[src/rtl/nn_pkg.sv]
// nn_pkg: shared widths, fixed-point format and argmax FSM states for the nn layers
package nn_pkg;
    localparam int DATA_W      = 20;
    localparam int NUM_CLASSES = 9;
    localparam int IDX_W       = 4;
    localparam int FRAC_W      = 12;
    localparam int INT_W       = DATA_W - FRAC_W;
    typedef enum logic [1:0] {IDLE, SCAN, DONE} state_t;
endpackage

[src/rtl/nn_argmax_cmp.sv]
// nn_argmax_cmp: one signed compare step of a running argmax; ties keep the incumbent
module nn_argmax_cmp #(
    parameter int DATA_W = 20,
    parameter int IDX_W  = 4
) (
    input  logic signed [DATA_W-1:0] cand,
    input  logic [IDX_W-1:0]         cand_idx,
    input  logic signed [DATA_W-1:0] best,
    input  logic [IDX_W-1:0]         best_idx,
    output logic signed [DATA_W-1:0] new_best,
    output logic [IDX_W-1:0]         new_idx
);
    logic take;
    assign take     = cand > best;
    assign new_best = take ? cand : best;
    assign new_idx  = take ? cand_idx : best_idx;
endmodule

[src/rtl/nn_argmax_seq.sv]
// nn_argmax_seq: serial argmax over nine activations with reject flag; NN_ARGMAX_SCORE_EN adds max_val
module nn_argmax_seq #(
    parameter int                        DATA_W        = 20,
    parameter int                        NUM_CLASSES   = 9,
    parameter logic signed [DATA_W-1:0]  REJECT_THRESH = '0
) (
    input  logic                     clk,
    input  logic                     rst_n,
    input  logic                     in_valid,
    output logic                     in_ready,
    input  logic signed [DATA_W-1:0] a3_1,
    input  logic signed [DATA_W-1:0] a3_2,
    input  logic signed [DATA_W-1:0] a3_3,
    input  logic signed [DATA_W-1:0] a3_4,
    input  logic signed [DATA_W-1:0] a3_5,
    input  logic signed [DATA_W-1:0] a3_6,
    input  logic signed [DATA_W-1:0] a3_7,
    input  logic signed [DATA_W-1:0] a3_8,
    input  logic signed [DATA_W-1:0] a3_9,
    output logic                     out_valid,
    input  logic                     out_ready,
    output logic [3:0]               class_idx,
    output logic                     reject
`ifdef NN_ARGMAX_SCORE_EN
    ,output logic [DATA_W-1:0]       max_val
`endif
);
    import nn_pkg::*;

    localparam logic [IDX_W-1:0] LAST = IDX_W'(NUM_CLASSES - 1);

    state_t                   state;
    logic signed [DATA_W-1:0] bank [NUM_CLASSES];
    logic signed [DATA_W-1:0] best, new_best;
    logic [IDX_W-1:0]         idx, new_idx, cnt;

    nn_argmax_cmp #(.DATA_W(DATA_W), .IDX_W(IDX_W)) u_cmp (
        .cand     (bank[cnt]),
        .cand_idx (cnt),
        .best     (best),
        .best_idx (idx),
        .new_best (new_best),
        .new_idx  (new_idx)
    );

    // Accept a vector, fold one bank entry per cycle into best/idx, then hold the result until taken
    always_ff @(posedge clk or negedge rst_n) begin
        if (!rst_n) begin
            state     <= IDLE;
            in_ready  <= 1'b1;
            out_valid <= 1'b0;
            class_idx <= '0;
            reject    <= 1'b0;
            best      <= '0;
            idx       <= '0;
            cnt       <= '0;
            for (int i = 0; i < NUM_CLASSES; i++) bank[i] <= '0;
`ifdef NN_ARGMAX_SCORE_EN
            max_val   <= '0;
`endif
        end else begin
            case (state)
                IDLE: if (in_valid && in_ready) begin
                    bank[0]  <= a3_1;
                    bank[1]  <= a3_2;
                    bank[2]  <= a3_3;
                    bank[3]  <= a3_4;
                    bank[4]  <= a3_5;
                    bank[5]  <= a3_6;
                    bank[6]  <= a3_7;
                    bank[7]  <= a3_8;
                    bank[8]  <= a3_9;
                    best     <= a3_1;
                    idx      <= '0;
                    cnt      <= IDX_W'(1);
                    in_ready <= 1'b0;
                    state    <= SCAN;
                end
                SCAN: begin
                    best <= new_best;
                    idx  <= new_idx;
                    cnt  <= cnt + IDX_W'(1);
                    if (cnt == LAST) begin
                        state     <= DONE;
                        out_valid <= 1'b1;
                        class_idx <= new_idx;
                        reject    <= new_best < REJECT_THRESH;
`ifdef NN_ARGMAX_SCORE_EN
                        max_val   <= new_best;
`endif
                    end
                end
                DONE: if (out_ready) begin
                    out_valid <= 1'b0;
                    in_ready  <= 1'b1;
                    state     <= IDLE;
                end
                default: state <= IDLE;
            endcase
        end
    end
endmodule

[config.mk]
export PLATFORM = sky130hd
export DESIGN_NAME = nn_argmax_seq
export DESIGN_NICKNAME = d
export VERILOG_FILES = /design/src/rtl/nn_pkg.sv /design/src/rtl/nn_argmax_cmp.sv /design/src/rtl/nn_argmax_seq.sv
export SDC_FILE = /design/constraint.sdc
export NUM_CORES = 1
export LEC_CHECK = 0
export ABC_AREA = 1
export CAP_MARGIN = 5
export CORE_MARGIN = 2
export CORE_UTILIZATION = 53
export DETAILED_ROUTE_END_ITERATION = 6
export GPL_TIMING_DRIVEN = 0
export PLACE_DENSITY = 0.81
export SETUP_SLACK_MARGIN = 0.15
export SYNTH_ARGS = -nofsm -noshare
export SYNTH_HDL_FRONTEND = slang
export SYNTH_SLANG_ARGS = --single-unit
export TNS_END_PERCENT = 50
[constraint.sdc]
create_clock -name clk -period 4.1 [get_ports clk]
set_clock_uncertainty 0.1 [all_clocks]
set_input_delay 0.82 -clock clk [delete_from_list [all_inputs] [get_ports clk]]
set_output_delay 0.82 -clock clk [all_outputs]
set_load 0.02 [all_outputs]
-- Word level (Yosys, flattened, before mapping)
Cells that the tools add are included.
Widths: inputs -> output; s select.
- register bits: 217
- bits in latches: 0
- bits in writable memories: 0
- bits in read-only memories: 0
- input port bits: 184
- memories kept: 0
- add/sub/neg operators: 1
- $mul: 0
- div/mod/pow operators: 0
- order comparisons: 3
- eq/ne operators: 6
- shift operators: 0
- multiplexer cells: 21
- bitwise logic cells: 1
- reductions and logical operators: 11
- operators by type and width (operator ; number):
    $bmux 20 s4 ; 1
    $mux 20 ; 4
    $pmux 20 s2 ; 1
    $gt 20x20->1 ; 1
    $lt 20x1->1 const B ; 1
    $pmux 4 s2 ; 2
    $mux 4 ; 3
    $reduce_and 3->1 ; 3
    $mux 2 ; 3
    $ne 2x2->1 const B ; 3
    $pmux 2 s3 ; 1
    $reduce_and 2->1 ; 3
    $reduce_bool 2->1 ; 3
    $ge 5x5->1 const B ; 1
    $not 4->5 ; 1
    $add 4x1->4 const B ; 1
    $eq 4x4->1 const B ; 1
    $mux 1 ; 4
    $pmux 1 s2 ; 2
    $eq 2x1->1 const B ; 1
    $eq 2x2->1 const B ; 1
    $logic_not 2->1 ; 1
    $logic_and 1x1->1 ; 1

-- Longest topological paths before layout
Gate-level depths: netlist of the first run.
- depth in word-level cells: 7
- gate-level depth with buffers: 25

-- By module
Synthesis of the first run repeated with hierarchy kept, for this count alone.
- cell total of the unflattened synthesis: 1482
- area total of the unflattened synthesis: 11049.3 µm²
- modules (own cells, without submodules) (module ; instances ; cells each ; area each (µm²) ; sequential area each (µm²)):
    nn_argmax_seq ; 1 ; 1301 ; 10085.9 ; 5431.5
    nn_argmax_cmp ; 1 ; 181 ; 963.4 ; 0.0

-- Worst setup path before layout of the first run
No wires, ideal clock.
- path type: register -> register
- start: register cnt[0]
- end: register best[13]
- arrival time: 2726 ps
- required time: 3877 ps
- setup slack: 1151 ps
- cell stages (with the launch flop): 23
- path buffers: 4
- clock period less this slack: 2949 ps
- cells stage by stage: dfrtp_1 -> buf_4 -> inv_2 -> buf_4 -> buf_2 -> a21oi_1 -> o21ai_0 -> o21ai_0 -> o211ai_1 -> nand2_1 -> ha_1 -> nand2_1 -> nor2_1 -> nand2_1 -> nor2_4 -> nand2_2 -> nand3_2 -> nand2_1 -> nand2_4 -> nand3_4 -> buf_4 -> nand3_1 -> nand3_2
- word-level cells in the longest chain between the ends: 7
- RTL lines (what ; line ; RTL):
    start, declared ; nn_argmax_seq.sv:35 ; logic [IDX_W-1:0] idx, new_idx, cnt;
    start signal, assigned ; nn_argmax_seq.sv:82 ; cnt <= cnt + IDX_W'(1);
    $not 4->5 (not written as such) (*) ; nn_argmax_seq.sv:38 ; .cand (bank[cnt]),
    $bmux 20 s4 (*) ; nn_argmax_seq.sv:38 ;
    $mux 20 (not written as such) (*) (2 in series) ; nn_argmax_seq.sv:38 ;
    $gt 20x20->1 ; nn_argmax_cmp.sv:14 ; assign take = cand > best;
    $mux 20 (*) ; nn_argmax_cmp.sv:15 ; assign new_best = take ? cand : best;
    $pmux 20 s2 (*) ; nn_argmax_seq.sv:62 ; case (state)
    end signal, assigned ; nn_argmax_seq.sv:80 ; best <= new_best;
    end, declared ; nn_argmax_seq.sv:34 ; logic signed [DATA_W-1:0] best, new_best;
Every way passes the cells marked *; elsewhere a longest branch is shown, timed or not. The select of a mux whose other input is x is not followed.
A chain may end at the register's enable or synchronous reset.

-- Worst setup path in the final report of the first run
- start: register cnt[1]
- end: register best[16]
Same word-level chain as after synthesis.

==> results of run 1 <==
==> synth_stat cells, types with 2 or more instances <==
cell / number / area share, %
a21oi_1: 24 / 1.1
buf_1: 2 / 0.071
buf_2: 22 / 1.0
buf_4: 3 / 0.21
clkbuf_1: 51 / 1.8
clkinv_1: 2 / 0.071
dfrtp_1: 216 / 51
ha_1: 22 / 2.6
inv_1: 62 / 2.2
nand2_1: 612 / 22
nand2_2: 13 / 0.77
nand3_1: 57 / 2.7
nand3_2: 11 / 1.0
nand4_1: 5 / 0.30
nor2_1: 75 / 2.7
o211ai_1: 22 / 1.6
o21ai_0: 113 / 5.4
o221ai_1: 18 / 1.5
==> metal layers <==
metal / up-vias / wire length [um] / GRT usage [%]
li1: 4717 / - / -
met1: 4763 / 13800 / 44.5
met2: 570 / 15700 / 52.8
met3: 105 / 3460 / 8.06
met4: 0 / 1580 / 13.8
met5: - / 0 / 0
==> how the worst min path moves through the flow <==
stage                    from        end  slack, ns
floorplan           bank[120]  bank[120]       0.34
global placement    bank[158]  bank[158]       0.35
detailed placement   bank[42]   bank[42]       0.35
CTS                     rst_n    bank[4]       0.34
global route            rst_n   bank[28]       0.38
finish                  rst_n   bank[28]       0.30
==> final cells by class <==
| cell class | count | area, um2 | share of cell area [%] |
|---|---|---|---|
| buffer | 80 | 374 | 2.74 |
| clock buffer | 28 | 614 | 4.50 |
| clock inverter | 14 | 214 | 1.57 |
| inverter | 66 | 253 | 1.85 |
| multi-input combinational | 983 | 4490 | 32.9 |
| sequential | 217 | 5430 | 39.8 |
| tap | 265 | 332 | 2.43 |
| timing repair buffer | 192 | 1940 | 14.2 |
==> metrics by stage <==
stage,total power [uW],instances
after floorplan,2180,1346
after global placement,2410,1801
after detailed placement,2410,1802
after CTS,4660,1844
after global routing,4760,1845
final,4650,1845
==> power by group through the flow <==
stage               clock, uW  combinational [uW]  sequential [uW]
detailed placement          0                 229             2180
finish                   2280                 228             2140
floorplan                   0               0.866             2180
global placement            0                 225             2180
global route             2370                 245             2140
CTS                      2280                 231             2140
==> registers in the layout (all words and copies together), names as in the netlist, 2 cells and up <==
| signal | cells |
|---|---|
| idx | 4 |
| bank | 180 |
| best | 20 |
| state | 2 |
| class_idx | 4 |
| cnt | 4 |
==> worst max-delay path, stage by stage (launching register included) <==
cell      delay (ns)
dfrtp_1         0.38
buf_2           0.19
inv_1           0.14
clkbuf_1        0.39
o21ai_0         0.16
o221ai_1        0.38
nand3_1         0.25
nand2_1         0.19
ha_1            0.26
nand2_1         0.12
inv_1           0.05
nand2_1         0.07
nand2_1         0.05
nand2_1         0.05
nand2_1         0.05
nand2_1         0.09
nand4_1         0.14
nand2_4         0.17
nand3_4         0.12
buf_4           0.20
nand3_1         0.09
nand3_2         0.08
==> what timing repair did <==
item / 4_1_cts / 5_1_grt
resized for setup: 0 / 18
setup endpoints to repair: 0 / 29
setup buffers: 0 / 1
==> cell families (layout without fill, tap and decap cells) <==
logic type | count (synthesis) | in the layout | share of synthesized area, %
simple gates | 779 | 779 | 30.0
flops | 217 | 217 | 51.6
compound gates | 181 | 181 | 9.84
buf+inv | 146 | 380 | 5.85
fa+ha+maj | 22 | 22 | 2.62
xor+xnor | 1 | 1 | 0.0833
==> out/qor.yml, run 1 <==
grt_use_total_pct: 33.4
fmax_mhz: 260
numCtsBuffers: 23
die_h_um: 145
initial_core_util_pct: 54.0
num_rows: 51
p_leak_uw: 0.00725
drc: 0
irDropWorstVdd_v: 0.000257
final_cell_mix: "611 x nand2_1, 216 x dfrtp_1, 189 x clkdlybuf4s50_1"
reg2reg_from: "cnt[1]"
synth_cell_types: 34
h-tree-depth: 1
dp_hpwl_um: 25900
dieArea_mm2: 0.0210
place_ws_ns: 0.265
syn_nets: 1552
async_flop_share_pct: 100
wl_um: 34500
holdWs_ns: 0.303
ys_warn_count: 0
core_mm2: 0.0195
layout_commonest_cell: "nand2_1"
fill_cells: 1562
crit_end: "best[16]"
drive_gt1_share_pct: 6.90
cts_tree: "yes"
cts_sinks: 217
clkPwrFrac_pct: 49.1
crit_type: "reg -> reg"
cts.path.max_buffers: 3
root_buffer: "clkbuf_16"
drtIter0Drc: 1011
grt_pass1_wl_um: 52100
pwr-share-comb_pct: 4.9
final_hold_viol_count: 0
setup_viol: 0
antenna_found_initial: 0
crit_start: "cnt[1]"
period_minus_slack_ns: 3.85
rrSetupSlack_ns: 0.25
outcome: "completed"
r2r-end: "best[16]"
grt_max_degree: 125
seqPwrFrac_pct: 46.0
crit_fanout: 10
final.setup.tns_ns: 0
synth-edff-count: 0
switchingPower_uw: 965
ioPinCount: 191
placed_cell_area_mm2: 0.0128
ys_ff_latch: 217
viasPerCell: 5.50
area_growth_syn_to_layout_pct: 29.8
clkTransAtPathRegs_ns: 0.07
drtPass1Iterations: 7
p_int_uw: 3690
antenna_left: 0
reg2reg_depth: 21
critical_path.startpoint_type: "flip-flop"
wl_per_cell_um: 18.7
fin_ws_ns: 0.251
tightest_slew_ns: 0.923
hold_class: "in -> async"
critPathRequiredTime_ns: 4.40
overflow: 0
worstSetupEndpointType: "flip-flop"
globalplace.congestion: 0.978
numPortBuffers: 190
maxSlewHeadroom_pct: 38.5
grt_pass1_vias: 9790
powerDensity_mw_per_mm2: 341
layout_worst_path_cycle_share_pct: 93.9
crit_arrival_ns: 4.15
postLayoutCoreUtil_pct: 70.1
rsz0062_at_grt: "no"
nets: 1769
die_w_um: 145
slew_viol_final: 0
sw_frac_of_total_pct: 20.7
final_area_mm2: 0.0136
clock_latency_ns: 0.52
synth_cells: 1346
synth_flop_cell: "dfrtp_1"
synth_area_per_cell_um2: 7.81
vias: 10200
cts_hold_buf: 0
netlist_area_mm2: 0.0105
drv_cap: 0
ys_seq_area_share_pct: 51.6
diodes: 0
(Power assumes the default switching activity.)
==> run 2, diff against run 1 <==
- CORE_MARGIN: 2 -> 5
==> out/qor.yml, run 2 (synthesis results as in run 1) <==
maxSlewHeadroom_pct: 43.6  # +5.1 points
clkTransAtPathRegs_ns: 0.07  # about the same
slew_viol_final: 0  # unchanged
wl_um: 34800  # +0.93%
drive_gt1_share_pct: 6.46  # -0.44 points
largestRegisters: "bank: 180 flops, best: 20 flops"
grt_use_total_pct: 30.4  # -3.0 points
cp_common_cell: "nand2_1"
hold_class: "in -> async"
overflow: 0  # unchanged
rsz0062_at_grt: "no"
vias: 10200  # +0.11%
wl_per_cell_um: 18.9  # +0.99%
cp_slowest_stage_delay_ns: 0.49  # +0.10 ns
holdWs_ns: 0.254  # -0.0497 ns
diodes: 0  # unchanged
tightest_slew_ns: 0.847  # -0.0766 ns
nets: 1769  # unchanged
cts.path.max_buffers: 3  # unchanged
path_delay_family: "simple AND/OR/NAND/NOR gates"
numPortBuffers: 190  # unchanged
layout_commonest_cell: "nand2_1"
die_h_um: 151  # +4.1%
crit_slowest_cell: "clkbuf_1"
antenna_found_initial: 0  # unchanged
setup_viol: 0  # unchanged
cts_hold_buf: 0  # unchanged
period_minus_slack_ns: 3.76  # -0.0874 ns
critPathRequiredTime_ns: 4.38  # -0.02 ns
final.setup.tns_ns: 0  # unchanged
final_hold_viol_count: 0  # unchanged
largest_register_ffs: 180  # unchanged
area_growth_syn_to_layout_pct: 28.7
grt_pass1_vias: 9862  # +0.74%
viasPerCell: 5.51  # +0.16%
root_buffer: "clkbuf_16"
largest_register: "bank"
grt_pass1_wl_um: 52800  # +1.3%
crit_type: "reg -> reg"
worstSetupEndpointType: "flip-flop"
crit_buf_inv: 5  # unchanged
crit_fanout: 10  # unchanged
h-tree-depth: 1  # unchanged
antenna_left: 0  # unchanged
p_leak_uw: 0.00721  # -0.58%
num_rows: 51  # unchanged
drc: 0  # unchanged
final_cell_mix: "612 x nand2_1, 215 x dfrtp_1, 189 x clkdlybuf4s50_1"
core_mm2: 0.0195  # +0.33%
grt_max_degree: 113  # -9.6%
outcome: "completed"
drtPass1Iterations: 5  # -2
crit_arrival_ns: 4.05  # -0.10 ns
drv_cap: 0  # unchanged
dp_hpwl_um: 26200  # +1.3%
initial_core_util_pct: 53.9  # -0.18 points
dieArea_mm2: 0.0228  # +8.5%
die_w_um: 151  # +4.1%
cts_sinks: 217  # unchanged
powerDensity_mw_per_mm2: 324  # -4.9%
globalplace.congestion: 0.992  # +1.5%
crit_chain: "buf_2, inv_1, clkbuf_1, o21ai_0, o221ai_1, nand3_1, nand2_1, ha_1, nand2_1, inv_1, nand2_1, nand2_1, a21oi_1, nand4_1, nand2_4, nand3_4, buf_4, nand3_1, nand3_2"
ioPinCount: 191  # unchanged
layout_worst_path_cycle_share_pct: 91.8  # -2.1 points
rrSetupSlack_ns: 0.34  # +0.09 ns
cts_tree: "yes"
critical_path.startpoint_type: "flip-flop"
drtIter0Drc: 969  # -4.2%
fmax_mhz: 266  # +2.3%
clock_latency_ns: 0.51  # about the same
numCtsBuffers: 23  # unchanged
irDropWorstVdd_v: 0.000243  # -5.7%
-- run 2: final timing paths --
kind,startpoint,to,cells after the start
setup reg to reg,cnt[1],best[11],19
setup / recovery,cnt[1],best[11],19
max in group asynchronous,rst_n,bank[140],2
min in group clk,bank[53],bank[53],2
hold reg to reg,bank[53],bank[53],2
hold / removal,rst_n,bank[93],1
-- run 2: layer usage --
metal / GRT usage [%] / part of all wire, %
met5: 0 / 0
met1: 41.2 / 40
met2: 46.3 / 45
met4: 15.0 / 5.4
met3: 6.94 / 10
-- run 2: metrics by stage --
| stage | util (%) | total power (uW) | area (um2) | setup WS, ns | cells |
|---|---|---|---|---|---|
| after detailed placement | 65.5 | 2410 | 12800 | 0.321 | 1802 |
| after global placement | 65.3 | 2410 | 12700 | -6.80 | 1801 |
| after floorplan | - | 2180 | 10500 | 1.15 | 1346 |
| after CTS | 69.1 | 4390 | 13500 | 0.303 | 1843 |
| after global routing | 69.3 | 4510 | 13500 | 0.159 | 1844 |
| final | 69.3 | 4390 | 13500 | 0.338 | 1844 |
-- run 2: worst reg2reg max path, stage by stage (launching register included) --
cell      delay, ns
dfrtp_1        0.38
buf_2          0.20
inv_1          0.14
clkbuf_1       0.49
o21ai_0        0.21
o221ai_1       0.23
nand3_1        0.15
nand2_1        0.15
ha_1           0.25
nand2_1        0.10
inv_1          0.05
nand2_1        0.05
nand2_1        0.06
a21oi_1        0.22
nand4_1        0.20
nand2_4        0.19
nand3_4        0.12
buf_4          0.20
nand3_1        0.09
nand3_2        0.07
-- run 2: layout make-up --
cell class,count,area (um2)
flip-flops and latches,217,5430
fillers,1656,5990
multi-input cells,983,4490
inverters,66,253
plain buffers,80,370
well taps,265,332
clock buffers,35,661
clock inverters,6,55.1
repair buffers,192,1940
-- run 2: timing repair --
action | CTS | global route
endpoints found under the setup margin | 0 | 29
setup buffers | 0 | 1
gates resized for setup | 0 | 14
-- run 2: power breakdown --
part	internal, uW	switching [uW]	total (uW)
clock	1170	847	2020
combinational	155	73.1	228
sequential	2140	0	2140
total	3470	920	4390
